**src/rtl/dbg_uart_dump.sv**
```systemverilog
// -----------------------------------------------------------------------------
// dbg_uart_dump
//
// Debug-bus consumer for post-mortem CPU inspection. A 0->1 edge on trigger
// snapshots the program counter. The block then walks dbg_reg_sel through
// x0..x31 and sends 33 records over an 8N1 UART TX line. Each record is
// 8 uppercase hex digits (MS nibble first) followed by CR LF.
// Record 0 is the PC snapshot; record r (1..32) is register r-1.
//
// Parameters
//   CLKS_PER_BIT  clock cycles per UART bit (>= 2)
//
// Ports
//   clk           system clock, rising edge
//   rst           synchronous active-high reset
//   trigger       dump request, acted on at its rising edge while idle
//   dbg_pc        program counter from the core
//   dbg_reg_data  register-file read data for dbg_reg_sel
//   dbg_reg_sel   register index presented to the core
//   tx            UART serial output, idle high
//   busy          high while a dump is in progress
// -----------------------------------------------------------------------------
module dbg_uart_dump #(
  parameter int CLKS_PER_BIT = 868
) (
  input  logic        clk,
  input  logic        rst,
  input  logic        trigger,
  input  logic [31:0] dbg_pc,
  input  logic [31:0] dbg_reg_data,
  output logic [4:0]  dbg_reg_sel,
  output logic        tx,
  output logic        busy
);

  localparam int                BAUD_W    = (CLKS_PER_BIT > 1) ? $clog2(CLKS_PER_BIT) : 1;
  localparam logic [BAUD_W-1:0] BAUD_LAST = BAUD_W'(CLKS_PER_BIT - 1);
  localparam logic [5:0]        LAST_REC  = 6'd32;
  localparam logic [3:0]        LAST_BYTE = 4'd9;
  localparam logic [3:0]        STOP_BIT  = 4'd9;

  typedef enum logic [1:0] {
    IDLE,
    FETCH,
    SEND,
    DONE
  } state_t;

  state_t            state_reg;
  logic              trig_prev_reg;
  logic [31:0]       pc_snap_reg;
  logic [31:0]       word_reg;
  logic [5:0]        rec_idx_reg;
  logic              fetch_cnt_reg;
  logic [3:0]        byte_idx_reg;
  logic [3:0]        bit_idx_reg;
  logic [BAUD_W-1:0] baud_cnt_reg;
  logic              tx_reg;
  logic              busy_reg;
  logic [4:0]        sel_reg;

  logic              trig_edge;
  logic [7:0]        hex_char [8];
  logic [7:0]        cur_byte;
  logic [2:0]        nib_sel;
  logic [3:0]        bit_next;
  logic              bit_next_val;

  assign trig_edge = trigger & ~trig_prev_reg;

  // ASCII form of each nibble of the record word; hex_char[7] is the MS nibble.
  // 0x37 + 0xA = 0x41 ('A').
  genvar gi;
  generate
    for (gi = 0; gi < 8; gi++) begin : g_hex
      logic [3:0] nib;
      assign nib          = word_reg[4*gi +: 4];
      assign hex_char[gi] = (nib < 4'd10) ? (8'h30 + {4'h0, nib}) : (8'h37 + {4'h0, nib});
    end
  endgenerate

  // Byte currently on the wire: 8 hex digits, then CR, then LF.
  always_comb begin
    cur_byte = 8'h0A;
    nib_sel  = 3'd7 - byte_idx_reg[2:0];
    if (byte_idx_reg < 4'd8) begin
      cur_byte = hex_char[nib_sel];
    end else if (byte_idx_reg == 4'd8) begin
      cur_byte = 8'h0D;
    end
  end

  // Bit slot index: 0 = start, 1..8 = data LSB first, 9 = stop.
  assign bit_next = bit_idx_reg + 4'd1;

  always_comb begin
    bit_next_val = 1'b1;
    if (bit_next <= 4'd8) begin
      bit_next_val = cur_byte[bit_idx_reg[2:0]];
    end
  end

  always_ff @(posedge clk) begin
    // The edge detector keeps sampling through reset. As a result, a trigger
    // level held high while rst is released is not taken as a new edge.
    trig_prev_reg <= trigger;

    if (rst) begin
      state_reg     <= IDLE;
      pc_snap_reg   <= '0;
      word_reg      <= '0;
      rec_idx_reg   <= '0;
      fetch_cnt_reg <= 1'b0;
      byte_idx_reg  <= '0;
      bit_idx_reg   <= '0;
      baud_cnt_reg  <= '0;
      tx_reg        <= 1'b1;
      busy_reg      <= 1'b0;
      sel_reg       <= '0;
    end else begin
      case (state_reg)
        IDLE: begin
          if (trig_edge) begin
            state_reg     <= FETCH;
            busy_reg      <= 1'b1;
            pc_snap_reg   <= dbg_pc;
            rec_idx_reg   <= '0;
            fetch_cnt_reg <= 1'b0;
            sel_reg       <= '0;
          end
        end

        FETCH: begin
          // Two cycles. The data is taken on the second cycle, so a register
          // file with one cycle of read latency works as well.
          fetch_cnt_reg <= 1'b1;
          if (fetch_cnt_reg) begin
            word_reg     <= (rec_idx_reg == 6'd0) ? pc_snap_reg : dbg_reg_data;
            state_reg    <= SEND;
            tx_reg       <= 1'b0;
            byte_idx_reg <= '0;
            bit_idx_reg  <= '0;
            baud_cnt_reg <= '0;
          end
        end

        SEND: begin
          if (baud_cnt_reg == BAUD_LAST) begin
            baud_cnt_reg <= '0;
            if (bit_idx_reg == STOP_BIT) begin
              if (byte_idx_reg == LAST_BYTE) begin
                if (rec_idx_reg == LAST_REC) begin
                  state_reg <= DONE;
                end else begin
                  // The next record reads register rec_idx_reg (= next r - 1).
                  // It is presented from the first FETCH cycle.
                  rec_idx_reg   <= rec_idx_reg + 6'd1;
                  sel_reg       <= rec_idx_reg[4:0];
                  fetch_cnt_reg <= 1'b0;
                  state_reg     <= FETCH;
                end
              end else begin
                byte_idx_reg <= byte_idx_reg + 4'd1;
                bit_idx_reg  <= '0;
                tx_reg       <= 1'b0;
              end
            end else begin
              bit_idx_reg <= bit_next;
              tx_reg      <= bit_next_val;
            end
          end else begin
            baud_cnt_reg <= baud_cnt_reg + BAUD_W'(1);
          end
        end

        DONE: begin
          state_reg <= IDLE;
          busy_reg  <= 1'b0;
        end

        default: state_reg <= IDLE;
      endcase
    end
  end

  assign dbg_reg_sel = sel_reg;
  assign tx          = tx_reg;
  assign busy        = busy_reg;

endmodule

```
**config.mk**
```make
export PLATFORM = sky130hd
export DESIGN_NAME = dbg_uart_dump
export DESIGN_NICKNAME = d
export VERILOG_FILES = /design/src/rtl/dbg_uart_dump.sv
export SDC_FILE = /design/constraint.sdc
export NUM_CORES = 1
export LEC_CHECK = 0
export ABC_AREA = 0
export CAP_MARGIN = 10
export CORE_ASPECT_RATIO = 1.5
export CORE_MARGIN = 1.5
export CORE_UTILIZATION = 45
export DETAILED_ROUTE_END_ITERATION = 16
export HOLD_SLACK_MARGIN = 0.15
export PLACE_DENSITY = 0.75
export SYNTH_ARGS = -nofsm -noshare
export SYNTH_HDL_FRONTEND = slang
export SYNTH_SLANG_ARGS = --single-unit
export TNS_END_PERCENT = 20
```
**constraint.sdc**
```tcl
create_clock -name clk -period 2.25 [get_ports clk]
set_input_delay 0.3375 -clock clk [delete_from_list [all_inputs] [get_ports clk]]
set_output_delay 0.3375 -clock clk [all_outputs]
set_load 0.01 [all_outputs]
```
[Yosys cells after proc, flatten, opt, wreduce, memory -nomap -nowiden]
Cells that the tools add are included.
Storage, ports and cells
  register bits: 99
  output and inout port bits: 7
Operators by class
  reductions and logical operators: 15
  bitwise gates (word level): 3
  magnitude comparators: 12
  muxes and demuxes: 61
  $add $sub $neg: 21
  eq/ne operators: 16
Operators by type and width (count)
  6-bit by 4-bit adder with 7-bit output, first input constant: 16
  7-bit 2-to-1 mux: 8
  4-bit less-than comparator, second input constant: 9
  32-bit 2-to-1 mux: 1
  6-bit 2-to-1 mux: 5
  4-bit 2-to-1 mux: 7
  5-bit 2-to-1 mux: 5
  8-bit binary-select mux with 3-bit select: 1
  8-bit 2-to-1 mux: 3
  10-bit 2-to-1 mux: 2
  10-bit one-hot mux with 2 select lines: 1
  4-bit one-hot mux with 2 select lines: 2
  2-bit inequality test, second input constant: 7
  4-bit == test, second input constant: 3
  1-bit 2-to-1 mux: 12
  2-bit 2-to-1 mux: 6
  6-bit one-hot mux with 2 select lines: 1
  6-bit AND reduction: 2
  10-bit by 1-bit adder with 10-bit output, second input constant: 1
  10-bit == test, second input constant: 1
  5-bit one-hot mux with 2 select lines: 1
  5-bit AND reduction: 2
  4-bit by 1-bit adder with 4-bit output, second input constant: 2
  2-bit one-hot mux with 4 select lines: 1
  22 further kinds: 29

[Logic depth before layout (Yosys ltp)]
  depth in word-level cells: 12
  depth in mapped cells: 10

[Worst setup path before layout]
Ideal clock, no wire load.
  path type: register -> register
  start: reg baud_cnt_reg[0]
  end: reg rec_idx_reg[4]
  required time: 2120 ps
  setup slack: -217 ps
  arrival: 2337 ps
  setup time: 130 ps
  cell stages (with the launch flop): 9
  path through: dfxtp_1 -> ha_1 -> or4b_4 -> o41ai_4 -> nand2_2 -> nor4_4 -> nand4_1 -> xor2_1 -> nor3_2
Between the ends
  cells in the longest elaborated chain, start to end: 3
Ends and longest elaborated chain
  start, declared: RTL line 57  | logic [BAUD_W-1:0] baud_cnt_reg;
  start signal, assigned: RTL line 172  | baud_cnt_reg <= baud_cnt_reg + BAUD_W'(1);
  10-bit == test: RTL line 148  | if (baud_cnt_reg == BAUD_LAST) begin
  2-bit inequality test (no line)
  6-bit AND reduction (no line)
  end signal, assigned: RTL line 157  | rec_idx_reg <= rec_idx_reg + 6'd1;
  end, declared: RTL line 53  | logic [5:0] rec_idx_reg;
Every way passes these cells.
A chain may end at the register's enable or synchronous reset.

[Final worst setup path]
  start: reg baud_cnt_reg[1]
  end: reg rec_idx_reg[2]
Same word-level chain as after synthesis.

==> results.md <==
- CTS tree: built
- Worst R2R Setup Slack: -0.03 ns
- Synth Register Bits: 99
- First-pass GRT wire length: 22,600 µm
- Final worst slack: -0.0273 ns
- RePlAce Congestion: 0.927
- Crit path cell chain: ha_4 > or4b_4 > o41ai_4 > nand2_2 > nor4_4 > buf_4 > nand2_1 > xor2_1 > nor3_1
- WL per Instance: 15.3 µm
- Post-CTS Setup Repair Bufs: 0
- Worst slack at placement: -0.0242 ns
- DR iter-0 viols: 386
- Total wire length: 13,700 µm
- Violated checks: setup timing
- Die Height: 135 µm
- I/O pin cnt: 74
- Status: complete, but fails checks
- Worst Hold Depth: 2
- Most common cell after layout, fill and taps aside: nand2_1
- # DRC: 0
- Number of enable flip-flop cells after synthesis: 0
- Maxcap violations: 0
- Leak: 2.52 nW
- Max Fclk: 439 MHz
- Worst Hold Endpoint: pc_snap_reg[24]$_SDFFE_PP0P_
- Min-delay src: rst
- Die width: 91.3 µm
- FF-to-FF End: rec_idx_reg[2]$_SDFFE_PP0P_
- Worst-path clk slew: 0.07 ns
- Syn_area_per_cell: 7.98 µm²
- Post-Synth Adder-Cell Area: 0.0357
- Bufs on Longest Clock Path: 2
- Tmin final: 2.28 ns
- Post-layout net count: 819
- Combinational family with the most area after synthesis: compound AO/OA/AOI/OAI gates
- Total global-route track usage: 0.223
- Gr ovfl total: 0
- DP Wirelength: 9950 µm
- Netlist cell types: 56
- Crit-path slowest cell: or4b_4
- RSZ-0062 raised after global routing: true
- Post-synth top area share: 0.377
- Vias in the first global route: 4,948
- 1st-pass router iterations: 5
- Fin util: 0.588
- Critical path capture point type: flip-flop
- CTS buffer count: 9
- Die area: 12,400 µm²
- H-tree Lvls: 3
- Tightest Pin Transition: 0.591 ns
- Mapped Cells: 659
- Reg2reg start: baud_cnt_reg[1]$_SDFFE_PP0P_
- Share of cells above drive strength 1: 0.105
- Antenna violations before repair: 0
- Synth Area in Simple Gates: 0.214
- Via count: 5,084
- PortBufs: 73
- Rel. slew slack: 0.603
- Initial Util: 0.458
- Clk_skew: 0.00848 ns
- Multiplexer share of the synthesized area: 0.0835
- Peak VDD IR: 369 µV
- Critical path arrival: 2.55 ns
- Critical path class: reg2reg
- Final period util: 1.01
- Register area share after synthesis: 0.377
- Synth Area in Compound Gates: 0.217
- Cell accounting for the most synthesized area: dfxtp_1
- Syn Std Cell Area: 5260 µm²
- Synth warn: 0
- Clock network latency to the later pin of the worst-skew pair: 0.35 ns
- Post-DR vias/cell: 5.70
- Diodes inserted: 0
- Slew Viols, Final: 0
- Worst Reg2Reg Path Length in Cells: 9
- Core area: 11,500 µm²
- Most frequent cells in the layout: nand2_1, dfxtp_1, a21oi_1, clkdlybuf4s50_1, nor2_1
- Cell Rows: 48
- Endpoints failing hold: 0
- ANT nets after route: 0
- Synth Flop Type: dfxtp_1
- Ranking of synthesized cells by area: dfxtp_1, a21oi_1, nand2_1, mux2i_1, a211oi_1
- P&R area growth vs syn: 28.2%
- CP Max Fanout: 5
- Clk root buf: clkbuf_16
- Async set-reset flop share out of synthesis: 0
- Sink Count: 99
- Final setup vio count: 5
- Power per cell area: 597 nW/µm²
- Largest net degree at the start of global routing: 47
- WP data required: 2.53 ns
- Max incr delay on CP: 0.48 ns
- Crit path launch type: flip-flop
- Net Count, Synth: 741
- Worst min path class: in2reg
- XOR/XNOR Fraction of Synth Area: 0.0250
## through the flow
| stage | std cells | instance area [µm²] | hold WS, ns | TNS (ns) | total power [mW] |
|---|---|---|---|---|---|
| CTS | 892 | 6700 | 0.417 | -0.0689 | 4.05 |
| detailed placement | 876 | 6360 | 0.447 | -0.0682 | 2.36 |
| floorplan | 659 | 5280 | 0.365 | -0.0112 | 2.13 |
| global placement | 876 | 6360 | 0.440 | 0 | 2.34 |
| global route | 892 | 6740 | 0.458 | -1.06 | 4.19 |
| finish | 892 | 6740 | 0.431 | -0.0446 | 4.02 |
## synthesized netlist by cell type, drive strengths merged (4+ instances only)
cell and n:
nand3 15, clkbuf 35, inv 25, nand2 100, nor3 17, a31oi 6
o21ai 22, xnor2 10, nor2 73, a211oi 40, a311oi 4, and4b 4
dfxtp 99, mux2i 36, a21oi 78, ha 15, o21bai 4, and3 7
nor2b 8, buf 5, xor2 5, nor4b 5
## critical path: cells and delay by family (launching register included)
kind	cells	cell delay [ns]
and+or+nand+nor	5	1.01
adders and majority gates	1	0.15
buffers and inverters	1	0.17
xor gates and xnor gates	1	0.15
DFF	1	0.36
AOI/OAI and AO/OA	1	0.37
## layout make-up
class	count	area, µm²
Tap cell	150	188
Fill cell	982	4730
Sequential cell	99	1990
Multi-Input combinational cell	493	3100
Clock inverter	3	68.8
Inverter	27	101
Clock buffer	13	260
Timing Repair Buffer	107	1030
## per-layer routing
layer  up-vias  wire length (µm)  part of all wire  GRT usage
met5         -                 0                 0          0
met4         0               333             0.024     0.0929
met3        32               580             0.042     0.0354
met2       129              7010              0.51      0.399
met1      2416              5730              0.42      0.262
li1       2507                 -                 -          -
## cells by family (layout without fill, tap and decap cells)
kind of cell	count (synthesis)	count (layout)
fa+ha+maj	15	15
mux	40	40
buf+inv	67	150
compound gates	179	179
xor+xnor	15	15
flops	99	99
simple gates	244	244
## worst max-delay path by stage
stage               slack (ns)                     endpoint  cells past startpoint                          from
finish                   -0.03  rec_idx_reg[2]$_SDFFE_PP0P_                      9  baud_cnt_reg[1]$_SDFFE_PP0P_
global route             -0.12  dbg_reg_sel[1]$_SDFFE_PP0P_                      9  baud_cnt_reg[1]$_SDFFE_PP0P_
CTS                      -0.02  rec_idx_reg[2]$_SDFFE_PP0P_                      9  baud_cnt_reg[0]$_SDFFE_PP0P_
detailed placement       -0.02  dbg_reg_sel[1]$_SDFFE_PP0P_                      9  baud_cnt_reg[0]$_SDFFE_PP0P_
global placement          0.08  dbg_reg_sel[2]$_SDFFE_PP0P_                      9  baud_cnt_reg[0]$_SDFFE_PP0P_
floorplan                -0.01  rec_idx_reg[4]$_SDFFE_PP0P_                      8  baud_cnt_reg[1]$_SDFFE_PP0P_
## timing repair
action                     CTS  global route
hold buffers                 0             0
pin swaps                    0             4
setup endpoints to repair    7            19
gates resized for setup      1            12
hold endpoints to repair     0             0
## power by group
part | switching [mW] | internal, mW
clock | 0.650 | 1.04
sequential | 0.0568 | 1.81
combinational | 0.223 | 0.241
total | 0.930 | 3.09
No activity file was read; power rests on OpenSTA's default activity.
